**src/rtl/alu_muldiv_seq_pkg.sv**
```systemverilog
// Shared opcode and state encodings for the EXECUTE-stage ALU and its decoder.
package alu_muldiv_seq_pkg;

    typedef enum logic [3:0] {
        ALU_OP_AND   = 4'b0000,
        ALU_OP_OR    = 4'b0001,
        ALU_OP_ADD   = 4'b0010,
        ALU_OP_SLTU  = 4'b0101,
        ALU_OP_SUB   = 4'b0110,
        ALU_OP_SLT   = 4'b0111,
        ALU_OP_MULT  = 4'b1000,
        ALU_OP_MULTU = 4'b1001,
        ALU_OP_DIV   = 4'b1010,
        ALU_OP_DIVU  = 4'b1011,
        ALU_OP_MFHI  = 4'b1100,
        ALU_OP_MFLO  = 4'b1101
    } alu_op_e;

    typedef enum logic [1:0] {
        ST_IDLE,
        ST_MUL,
        ST_DIV,
        ST_FIN
    } alu_state_e;

endpackage

```
**src/rtl/alu_muldiv_seq_if.sv**
```systemverilog
// Issue/result bundle between the pipeline control and the EXECUTE-stage ALU.
interface alu_muldiv_seq_if #(
    parameter int WIDTH = 32
);
    logic             start;
    logic [3:0]       control;
    logic [WIDTH-1:0] A;
    logic [WIDTH-1:0] B;
    logic             busy;
    logic             done;
    logic [WIDTH-1:0] result;
    logic             zero;
    logic             overflow;
    logic             div_zero;

    modport master (
        output start, control, A, B,
        input  busy, done, result, zero, overflow, div_zero
    );

    modport slave (
        input  start, control, A, B,
        output busy, done, result, zero, overflow, div_zero
    );
endinterface

```
**src/rtl/alu_muldiv_seq_muldiv_iter.sv**
```systemverilog
// One-bit-per-cycle shift-add multiplier / restoring divider on operand magnitudes.
module muldiv_iter #(
    parameter int WIDTH = 32,
    parameter int CNT_W = 6
) (
    input  logic             clk,
    input  logic             reset_n,
    input  logic             go,
    input  logic             is_div,
    input  logic             sgn,
    input  logic [WIDTH-1:0] A,
    input  logic [WIDTH-1:0] B,
    output logic             fin,
    output logic [WIDTH-1:0] hi,
    output logic [WIDTH-1:0] lo
);
    localparam logic [CNT_W-1:0] LAST = CNT_W'(WIDTH - 1);

    logic [2*WIDTH-1:0] p, p_nxt, prod;
    logic [WIDTH-1:0]   mb, ma_in, mb_in, qv, rv;
    logic [WIDTH:0]     sum, shl, diff;
    logic [CNT_W-1:0]   cnt;
    logic               run, div_q, neg_q, rneg_q;

    // fin flags the cycle whose closing edge performs the final iteration
    always_comb begin
        fin   = run && (cnt == LAST);
        ma_in = (sgn && A[WIDTH-1]) ? -A : A;
        mb_in = (sgn && B[WIDTH-1]) ? -B : B;
        sum   = {1'b0, p[2*WIDTH-1:WIDTH]} + (p[0] ? {1'b0, mb} : '0);
        shl   = {p[2*WIDTH-1:WIDTH], p[WIDTH-1]};
        diff  = shl - {1'b0, mb};
        if (div_q) begin
            if (diff[WIDTH]) p_nxt = {shl[WIDTH-1:0], p[WIDTH-2:0], 1'b0};
            else             p_nxt = {diff[WIDTH-1:0], p[WIDTH-2:0], 1'b1};
        end else begin
            p_nxt = {sum, p[WIDTH-1:1]};
        end
    end

    always_ff @(posedge clk or negedge reset_n) begin
        if (!reset_n) begin
            p      <= '0;
            mb     <= '0;
            cnt    <= '0;
            run    <= 1'b0;
            div_q  <= 1'b0;
            neg_q  <= 1'b0;
            rneg_q <= 1'b0;
        end else if (go) begin
            p      <= {{WIDTH{1'b0}}, ma_in};
            mb     <= mb_in;
            cnt    <= '0;
            run    <= 1'b1;
            div_q  <= is_div;
            neg_q  <= sgn && (A[WIDTH-1] ^ B[WIDTH-1]);
            rneg_q <= sgn && A[WIDTH-1];
        end else if (run) begin
            p   <= p_nxt;
            cnt <= cnt + 1'b1;
            if (fin) run <= 1'b0;
        end
    end

    // Sign restoration: product/quotient by sign(A)^sign(B), remainder follows A
    always_comb begin
        prod = neg_q ? -p : p;
        qv   = p[WIDTH-1:0];
        rv   = p[2*WIDTH-1:WIDTH];
        if (div_q) begin
            lo = neg_q  ? -qv : qv;
            hi = rneg_q ? -rv : rv;
        end else begin
            lo = prod[WIDTH-1:0];
            hi = prod[2*WIDTH-1:WIDTH];
        end
    end
endmodule

```
**src/rtl/alu_muldiv_seq.sv**
```systemverilog
// Registered EXECUTE-stage ALU: single-cycle ops, flags, HI/LO and iterative MULT/DIV control.
module alu_muldiv_seq
    import alu_muldiv_seq_pkg::*;
#(
    parameter int WIDTH = 32,
    parameter int CNT_W = 6
) (
    input  logic         clk,
    input  logic         reset_n,
    alu_muldiv_seq_if.slave bus
);
    alu_state_e       state_q, state_d;
    logic             busy, accept, go, is_mul_in, is_div_in, sgn_in;
    logic             pend_q, done_q, zero_q, ovf_q, dz_q;
    logic [3:0]       op_q;
    logic [WIDTH-1:0] a_q, b_q, hi_q, lo_q, res_q;
    logic             it_fin;
    logic [WIDTH-1:0] it_hi, it_lo;
    logic [WIDTH-1:0] sum, dif, res_c, hi_c, lo_c;
    logic             ovf_c, dz_c, wr_c;

    muldiv_iter #(.WIDTH(WIDTH), .CNT_W(CNT_W)) u_iter (
        .clk(clk), .reset_n(reset_n), .go(go), .is_div(is_div_in), .sgn(sgn_in),
        .A(bus.A), .B(bus.B), .fin(it_fin), .hi(it_hi), .lo(it_lo)
    );

    // FIN is not busy, so a new start may be accepted while the iterative result commits
    always_comb begin
        busy      = (state_q == ST_MUL) || (state_q == ST_DIV);
        accept    = bus.start && !busy;
        is_mul_in = (bus.control == ALU_OP_MULT) || (bus.control == ALU_OP_MULTU);
        is_div_in = (bus.control == ALU_OP_DIV)  || (bus.control == ALU_OP_DIVU);
        sgn_in    = (bus.control == ALU_OP_MULT) || (bus.control == ALU_OP_DIV);
        go        = accept && (is_mul_in || (is_div_in && (bus.B != '0)));
        state_d   = state_q;
        case (state_q)
            ST_IDLE, ST_FIN: begin
                if (go) state_d = is_mul_in ? ST_MUL : ST_DIV;
                else    state_d = ST_IDLE;
            end
            ST_MUL, ST_DIV: if (it_fin) state_d = ST_FIN;
            default:        state_d = ST_IDLE;
        endcase
    end

    always_comb begin
        sum   = a_q + b_q;
        dif   = a_q - b_q;
        res_c = '0;
        ovf_c = 1'b0;
        dz_c  = 1'b0;
        wr_c  = 1'b0;
        hi_c  = hi_q;
        lo_c  = lo_q;
        case (op_q)
            ALU_OP_AND:  res_c = a_q & b_q;
            ALU_OP_OR:   res_c = a_q | b_q;
            ALU_OP_ADD: begin
                res_c = sum;
                ovf_c = (a_q[WIDTH-1] == b_q[WIDTH-1]) && (sum[WIDTH-1] != a_q[WIDTH-1]);
            end
            ALU_OP_SUB: begin
                res_c = dif;
                ovf_c = (a_q[WIDTH-1] != b_q[WIDTH-1]) && (dif[WIDTH-1] != a_q[WIDTH-1]);
            end
            ALU_OP_SLT:  res_c = {{(WIDTH-1){1'b0}}, $signed(a_q) < $signed(b_q)};
            ALU_OP_SLTU: res_c = {{(WIDTH-1){1'b0}}, a_q < b_q};
            ALU_OP_MFHI: res_c = hi_q;
            ALU_OP_MFLO: res_c = lo_q;
            // Only a zero-divisor divide reaches the single-cycle commit path
            ALU_OP_DIV, ALU_OP_DIVU: begin
                res_c = '1;
                dz_c  = 1'b1;
                wr_c  = 1'b1;
                lo_c  = '1;
                hi_c  = a_q;
            end
            default: ;
        endcase
    end

    always_ff @(posedge clk or negedge reset_n) begin
        if (!reset_n) begin
            state_q <= ST_IDLE;
            pend_q  <= 1'b0;
            op_q    <= '0;
            a_q     <= '0;
            b_q     <= '0;
        end else begin
            state_q <= state_d;
            pend_q  <= accept && !go;
            if (accept) begin
                op_q <= bus.control;
                a_q  <= bus.A;
                b_q  <= bus.B;
            end
        end
    end

    always_ff @(posedge clk or negedge reset_n) begin
        if (!reset_n) begin
            done_q <= 1'b0;
            res_q  <= '0;
            zero_q <= 1'b1;
            ovf_q  <= 1'b0;
            dz_q   <= 1'b0;
            hi_q   <= '0;
            lo_q   <= '0;
        end else begin
            done_q <= pend_q || (state_q == ST_FIN);
            if (state_q == ST_FIN) begin
                res_q  <= it_lo;
                zero_q <= (it_lo == '0);
                ovf_q  <= 1'b0;
                dz_q   <= 1'b0;
                hi_q   <= it_hi;
                lo_q   <= it_lo;
            end else if (pend_q) begin
                res_q  <= res_c;
                zero_q <= (res_c == '0);
                ovf_q  <= ovf_c;
                dz_q   <= dz_c;
                if (wr_c) begin
                    hi_q <= hi_c;
                    lo_q <= lo_c;
                end
            end
        end
    end

    assign bus.busy     = busy;
    assign bus.done     = done_q;
    assign bus.result   = res_q;
    assign bus.zero     = zero_q;
    assign bus.overflow = ovf_q;
    assign bus.div_zero = dz_q;
endmodule

```
**src/flat_wrapper.sv**
```systemverilog
// flat-port wrapper written by rule: the top's interface ports become plain ports
module alu_muldiv_seq_flat import alu_muldiv_seq_pkg::*;
#(
    parameter int WIDTH = 32,
    parameter int CNT_W = 6
)
  (clk, reset_n, bus_start, bus_control, bus_A, bus_B, bus_busy, bus_done, bus_result, bus_zero, bus_overflow, bus_div_zero);
  alu_muldiv_seq_if #(.WIDTH(WIDTH)) bus_i ();
  input  logic clk;
  input  logic reset_n;
  input wire logic [$bits(bus_i.start)-1:0] bus_start;
  input wire logic [$bits(bus_i.control)-1:0] bus_control;
  input wire logic [$bits(bus_i.A)-1:0] bus_A;
  input wire logic [$bits(bus_i.B)-1:0] bus_B;
  output wire logic [$bits(bus_i.busy)-1:0] bus_busy;
  output wire logic [$bits(bus_i.done)-1:0] bus_done;
  output wire logic [$bits(bus_i.result)-1:0] bus_result;
  output wire logic [$bits(bus_i.zero)-1:0] bus_zero;
  output wire logic [$bits(bus_i.overflow)-1:0] bus_overflow;
  output wire logic [$bits(bus_i.div_zero)-1:0] bus_div_zero;
  assign bus_i.start = bus_start;
  assign bus_i.control = bus_control;
  assign bus_i.A = bus_A;
  assign bus_i.B = bus_B;
  assign bus_busy = bus_i.busy;
  assign bus_done = bus_i.done;
  assign bus_result = bus_i.result;
  assign bus_zero = bus_i.zero;
  assign bus_overflow = bus_i.overflow;
  assign bus_div_zero = bus_i.div_zero;
  alu_muldiv_seq #(.WIDTH(WIDTH), .CNT_W(CNT_W)) u_core (.clk(clk), .reset_n(reset_n), .bus(bus_i));
endmodule
```
**config.mk**
```make
export PLATFORM = sky130hd
export DESIGN_NAME = alu_muldiv_seq_flat
export DESIGN_NICKNAME = d
export VERILOG_FILES = /design/src/rtl/alu_muldiv_seq_pkg.sv /design/src/rtl/alu_muldiv_seq_if.sv /design/src/rtl/alu_muldiv_seq_muldiv_iter.sv /design/src/rtl/alu_muldiv_seq.sv /design/src/flat_wrapper.sv
export SDC_FILE = /design/constraint.sdc
export NUM_CORES = 1
export LEC_CHECK = 0
export CAP_MARGIN = 20
export CELL_PAD_IN_SITES_DETAIL_PLACEMENT = 1
export CELL_PAD_IN_SITES_GLOBAL_PLACEMENT = 1
export CORE_MARGIN = 2
export CORE_UTILIZATION = 51
export DETAILED_ROUTE_END_ITERATION = 6
export PLACE_DENSITY_LB_ADDON = 0.1
export SETUP_SLACK_MARGIN = 0.3
export SYNTH_ARGS = -nofsm -noshare
export SYNTH_HDL_FRONTEND = slang
export SYNTH_HIERARCHICAL = 1
export SYNTH_SLANG_ARGS = --single-unit
```
**constraint.sdc**
```tcl
create_clock -name clk -period 8.7 [get_ports clk]
set_input_delay 1.305 -clock clk [delete_from_list [all_inputs] [get_ports clk]]
set_output_delay 1.305 -clock clk [all_outputs]
set_load 0.03 [all_outputs]
```
## After elaboration in Yosys (flattened, before gate mapping)

Index checks and enable logic that the tools add are counted.

| operators by class | value |
|---|---|
| order comparisons | 2 |
| $add $sub $neg | 10 |
| reduce and logical (&&, ||, !) cells | 31 |
| mux-type cells | 40 |
| bitwise logic cells | 3 |
| equal/unequal tests | 22 |

Operators with widths:

| kind | number |
|---|---|
| 32-bit two-way mux | 17 |
| 64-bit two-way mux | 5 |
| 32-bit case mux with 9 select lines | 1 |
| 32-bit negation | 4 |
| 32-bit zero test | 2 |
| 32-bit less-than comparator | 2 |
| 64-bit negation | 1 |
| 32-bit by 32-bit adder with 33-bit output | 1 |
| 33-bit by 32-bit subtractor with 33-bit output | 1 |
| 32-bit adder | 1 |
| 32-bit bitwise AND | 1 |
| 4-bit equality test (second input constant) | 8 |
| 32-bit bitwise OR | 1 |
| 32-bit nonzero test | 1 |
| 32-bit subtractor | 1 |
| 4-bit by 3-bit equality test with 1-bit output (second input constant) | 3 |
| 6-bit two-way mux | 2 |
| 1-bit logical AND | 10 |
| 1-bit two-way mux | 10 |
| 2-bit nonzero test | 4 |
| 6-bit by 1-bit adder with 6-bit output (second input constant) | 1 |
| 6-bit by 5-bit equality test with 1-bit output (second input constant) | 1 |
| 1-bit logical OR | 6 |
| 2-bit two-way mux | 3 |
| 15 further kinds | 21 |

| storage, ports and cells | value |
|---|---|
| logic and storage cells | 127 |
| register bits | 277 |

## Logic depth before layout (Yosys ltp)

| depth | value |
|---|---|
| depth in word-level cells | 7 |
| depth in mapped cells | 15 |
| gate-level depth less buffers | 15 |

## By module

Netlist, hierarchy kept.

By module, submodules not included:

| module | cells an instance | times used | area each (um^2) |
|---|---|---|---|
| alu_muldiv_seq | 1,617 | 1 | 12,891.1 |
| muldiv_iter | 1,513 | 1 | 11,548.6 |

## Worst setup path after synthesis

No wires, ideal clock.

| path | value |
|---|---|
| path kind | reg2reg |
| start point | reg u_core.b_q[0] |
| end point | reg u_core.zero_q (netlist: u_core/bus.zero) |
| data arrival time | 3.904 ns |
| data required time | 8.603 ns |
| stages on the path, launching flop included | 15 |
| setup time | 0.097 ns |
| buffers on the path | 0 |
| setup slack | 4.699 ns |
| path through | dfrtp_1 ha_1 inv_1 fa_1 and2b_1 o2111ai_1 a21o_1 a211o_1 a311o_1 o32a_1 nor4_1 nand4_1 or4_1 or4_1 o41ai_2 |

| on the way | value |
|---|---|
| longest elaborated chain between the ends | 5 |

Ends and longest elaborated chain:

| item | RTL line | RTL |
|---|---|---|
| start: declaration | alu_muldiv_seq.sv:16 | `logic [WIDTH-1:0] a_q, b_q, hi_q, lo_q, res_q;` |
| start signal: assignment | alu_muldiv_seq.sv:95 | `b_q <= bus.B;` |
| 32-bit subtractor, or another cell as far along | alu_muldiv_seq.sv:48 | `dif = a_q - b_q;` |
| 32-bit case mux with 9 select lines * | alu_muldiv_seq.sv:55 | `case (op_q)` |
| 32-bit zero test * | alu_muldiv_seq.sv:120 | `zero_q <= (res_c == '0);` |
| 1-bit two-way mux * | alu_muldiv_seq.sv:118 | `end else if (pend_q) begin` |
| 1-bit two-way mux * | alu_muldiv_seq.sv:111 | `if (state_q == ST_FIN) begin` |
| end signal: assignment | alu_muldiv_seq.sv:113 | `zero_q <= (it_lo == '0);` |
| end signal: assignment | alu_muldiv_seq.sv:120 |  |
| end: declaration | alu_muldiv_seq.sv:14 | `logic pend_q, done_q, zero_q, ovf_q, dz_q;` |

Every way passes the cells marked *; elsewhere a longest branch is shown, timed or not. The select of a mux whose other input is x is not followed.
A chain may end at the register's enable or synchronous reset.

## Worst setup path after layout

| path | value |
|---|---|
| start point | reg u_core.a_q[0] |
| end point | reg u_core.zero_q (netlist: u_core/bus.zero) |

| on the way | value |
|---|---|
| longest elaborated chain between the ends | 5 |

Ends and longest elaborated chain:

| item | RTL line | RTL |
|---|---|---|
| start: declaration | alu_muldiv_seq.sv:16 |  |
| start signal: assignment | alu_muldiv_seq.sv:94 | `a_q <= bus.A;` |
| 32-bit subtractor, or another cell as far along | alu_muldiv_seq.sv:48 |  |
| 32-bit case mux with 9 select lines * | alu_muldiv_seq.sv:55 |  |
| 32-bit zero test * | alu_muldiv_seq.sv:120 |  |
| 1-bit two-way mux * | alu_muldiv_seq.sv:118 |  |
| 1-bit two-way mux * | alu_muldiv_seq.sv:111 |  |

Marked as above.

==> impl_metrics.py <==
metrics = {
    "setup_path": {
        "worstRegToRegCells": 14,
        "slowest_delay_ns": 0.57,
        "crit_path_end": "u_core/bus.zero$_DFFE_PN1P_",
        "crit_slowest_cell": "or4_1",
        "end_kind": "register",
        "worstSetupPathType": "register to register",
        "cp.depth": 14,
        "worstPathRequired_ns": 9.16,
        "crit_start": "u_core/a_q[0]$_DFFE_PN0P_",
        "r2r_start": "u_core/a_q[0]$_DFFE_PN0P_",
        "crit_family": "simple AND/OR/NAND/NOR gates",
        "cp.arrival_ns": 5.54,
        "worstSetupStartpointType": "register",
        "path_buf_inv": 1,
        "critical_path.cell_chain": "ha_1, inv_1, fa_1, and2b_1, o2111ai_1, a21o_1, a211o_1, a311o_1, o32a_1, nor4_1, nand4_1, or4_1, or4_1, o41ai_2",
        "reg2reg_to": "u_core/bus.zero$_DFFE_PN1P_",
        "crit_top_cell": "or4_1",
        "rrSetupSlack_ns": 3.62,
        "path_max_fanout": 6,
    },
    "logic_synthesis": {
        "synth_top_area_share_pct": 28.3,
        "ys_seq_area_share_pct": 28.4,
        "ys.warnings.count": 6,
        "synth.area.top_cells": "dfrtp_1 (28%), ha_1 (8.7%), a21oi_1 (6.4%), o21ai_0 (6.2%), nor2_1 (5.3%)",
        "synth-main-ff-cell": "dfrtp_1",
        "synth-seq-cells": 277,
        "synth.distinct_cells": 111,
        "synthCells": 3130,
        "synth.net_count": 3374,
        "async_reset_ff_share_pct": 100,
        "syn_area_um2": 24400,
        "syn_area_per_cell_um2": 7.81,
        "synth-edff-count": 0,
        "synth_largest_area_cell": "dfrtp_1",
    },
    "cells_and_area": {
        "syn_to_final_growth_pct": 10.2,
        "regArea_um2": 6940,
        "postLayoutCellArea_um2": 26900,
        "multi_input_area_um2": 16100,
        "drive_gt1_share_pct": 5.17,
        "final_common_cell": "nor2_1",
        "final_nets": 3355,
        "fillCellCount": 5774,
        "layout_common_cells": "nor2_1 (341), a21oi_1 (314), nand2_1 (306)",
    },
    "power": {
        "cellPowerDensity_nw_per_um2": 337,
        "ir_drop_mv": 0.263,
        "p_leak_nw": 11.3,
        "finalPower_mw": 9.09,
    },
    "route": {
        "wl_mm": 107,
        "dr.pass1.iters": 7,
        "vias": 25800,
        "drtIter0Drc": 2723,
        "antenna_left": 0,
        "vias_per_cell": 6.88,
        "post_drt_wl_per_cell_um": 28.6,
        "drc_errors": 1,
    },
    "global_routing": {
        "antenna_found_initial": 4,
        "overflow": 0,
        "grt_pass1_vias": 26800,
        "busiest_layer": "met2",
        "grt_use_total_pct": 42.3,
        "use_met3_pct": 8.01,
        "grt_pass1_wl_mm": 163,
        "met2_usage_pct": 69.7,
        "grt_max_degree": 103,
        "use_met1_pct": 51.9,
    },
    "floorplanning": {
        "fp.dieW_um": 223,
        "coreArea_um2": 47500,
        "start_util_pct": 51.4,
        "fp.dieArea_um2": 49700,
        "rows": 80,
        "io_pins": 108,
        "dieHeight_um": 223,
    },
    "status": {
        "violations": "DRC",
        "status": "complete, but fails checks",
    },
    "clock_network": {
        "cts-resized-gates": 0,
        "htreeDepth": 2,
        "max-clock-path-buffers": 3,
        "cts_tree": "built",
        "cts_setup_buffers": 0,
        "clock_latency_ns": 0.57,
        "clock_sinks": 277,
        "hold_buffers": 0,
        "cts_made_buffers": 35,
        "clk_pin_slew_worst_paths_ns": 0.06,
        "clockRootBuffer": "clkbuf_16",
    },
    "timing": {
        "slew_headroom_pct": 20.1,
        "tightest_slew_ns": 1.19,
        "max_freq_mhz": 197,
        "post-route-period-util_pct": 58.4,
        "clock_skew_ns": 0.0426,
        "worst_slack_ns": 3.62,
        "hold-worst-slack_ns": 0.529,
        "layout_min_cycle_time_ns": 5.08,
        "fin_tns_setup_ns": 0,
        "hold_viol": 0,
        "slew_violations": 0,
        "finalSetupViolCount": 0,
        "rsz0062_at_grt": "false",
    },
    "worst_hold_path": {
        "hp-class": "register to register",
    },
    "place": {
        "place_area_um2": 25700,
        "dp_hpwl_mm": 79.4,
        "gp_congestion": 0.995,
        "io_buffers": 107,
        "dp_worst_setup_slack_ns": 3.43,
    },
    "flow_run": {
        "drv_cap": 0,
    },
}
==> cells in the mapped netlist (22+ instances only) <==
cell type	instances
nor2_1	342
a21oi_1	314
nand2_1	307
o21ai_0	302
dfrtp_1	276
ha_1	169
inv_1	161
clkbuf_1	146
xnor2_1	127
mux2i_1	79
xor2_1	65
nor3_1	64
a21o_1	49
nand3_1	43
nor4_1	39
o31ai_1	39
a211oi_1	33
nand2b_1	33
nand4_1	32
a22oi_1	25
a31oi_1	25
a221oi_1	22
o211ai_1	22
==> power by group <==
group	switching [mW]	internal [mW]	total, mW	leakage (nW)
combinational	3.24	1.95	5.19	7.53
clock	0.638	0.934	1.57	0.586
sequential	0.628	1.70	2.33	3.23
==> area by class of cell <==
type	count	area share, %
Clock inverter	11	0.646
Inverter	165	2.30
Tap cell	615	2.86
Antenna cell	2	0.0186
Timing Repair Buffer	140	4.91
Multi-Input combinational cell	2492	59.7
Clock buffer	51	3.78
Sequential cell	277	25.8
==> logic make-up after synthesis <==
kind of cell	synth area share [%]
compound gates	26.4
simple gates	19.5
buf+inv	6.00
flops	28.4
xor+xnor	6.88
fa+ha+maj	8.98
mux	3.93
==> metal layers <==
metal | wire [um] | vias to the layer above
met5 | 25 | -
met1 | 41600 | 12800
li1 | - | 11200
met2 | 49700 | 1380
met4 | 7040 | 4
met3 | 8970 | 388
==> stage by stage <==
stage                     instances  utilization, %
after floorplan                3130               -
after global placement         3687            54.1
after detailed placement       3687            54.1
after CTS                      3749            56.6
after global routing           3751            56.6
final                          3753            56.7
==> worst min-delay path by stage <==
stage | from | endpoint | depth (start not counted)
after CTS | u_core/bus.div_zero$_DFFE_PN0P_ | u_core/bus.div_zero$_DFFE_PN0P_ | 2
after global routing | u_core/lo_q[28]$_DFFE_PN0P_ | u_core/lo_q[28]$_DFFE_PN0P_ | 1
after floorplan | u_core/lo_q[28]$_DFFE_PN0P_ | u_core/lo_q[28]$_DFFE_PN0P_ | 1
after global placement | u_core/lo_q[28]$_DFFE_PN0P_ | u_core/lo_q[28]$_DFFE_PN0P_ | 1
final | u_core/bus.div_zero$_DFFE_PN0P_ | u_core/bus.div_zero$_DFFE_PN0P_ | 2
after detailed placement | u_core/lo_q[28]$_DFFE_PN0P_ | u_core/lo_q[28]$_DFFE_PN0P_ | 1
==> worst register-to-register path: cells and delay by family, from the launching register on <==
| kind | cells | cell delay, ns |
|---|---|---|
| adder cells (fa/ha/maj) | 2 | 0.68 |
| buffers and inverters | 1 | 0.08 |
| flip-flops | 1 | 0.38 |
| AND/OR/NAND/NOR | 5 | 2.09 |
| AO/OA/AOI/OAI | 6 | 1.75 |
==> sequential cells by signal, indices dropped and copies added, names as in the netlist <==
register / count
u_core/u_iter/cnt: 6
u_core/u_iter/mb: 32
u_core/state_q: 2
u_core/pend_q: 1
u_core/b_q: 32
u_core/a_q: 32
u_core/bus.done: 1
u_core/lo_q: 32
u_core/u_iter/rneg_q: 1
u_core/bus.overflow: 1
u_core/bus.result: 32
u_core/op_q: 4
u_core/u_iter/div_q: 1
u_core/u_iter/p: 64
u_core/u_iter/run: 1
u_core/hi_q: 32
u_core/u_iter/neg_q: 1
u_core/bus.div_zero: 1
u_core/bus.zero: 1
(Power assumes the default switching activity.)
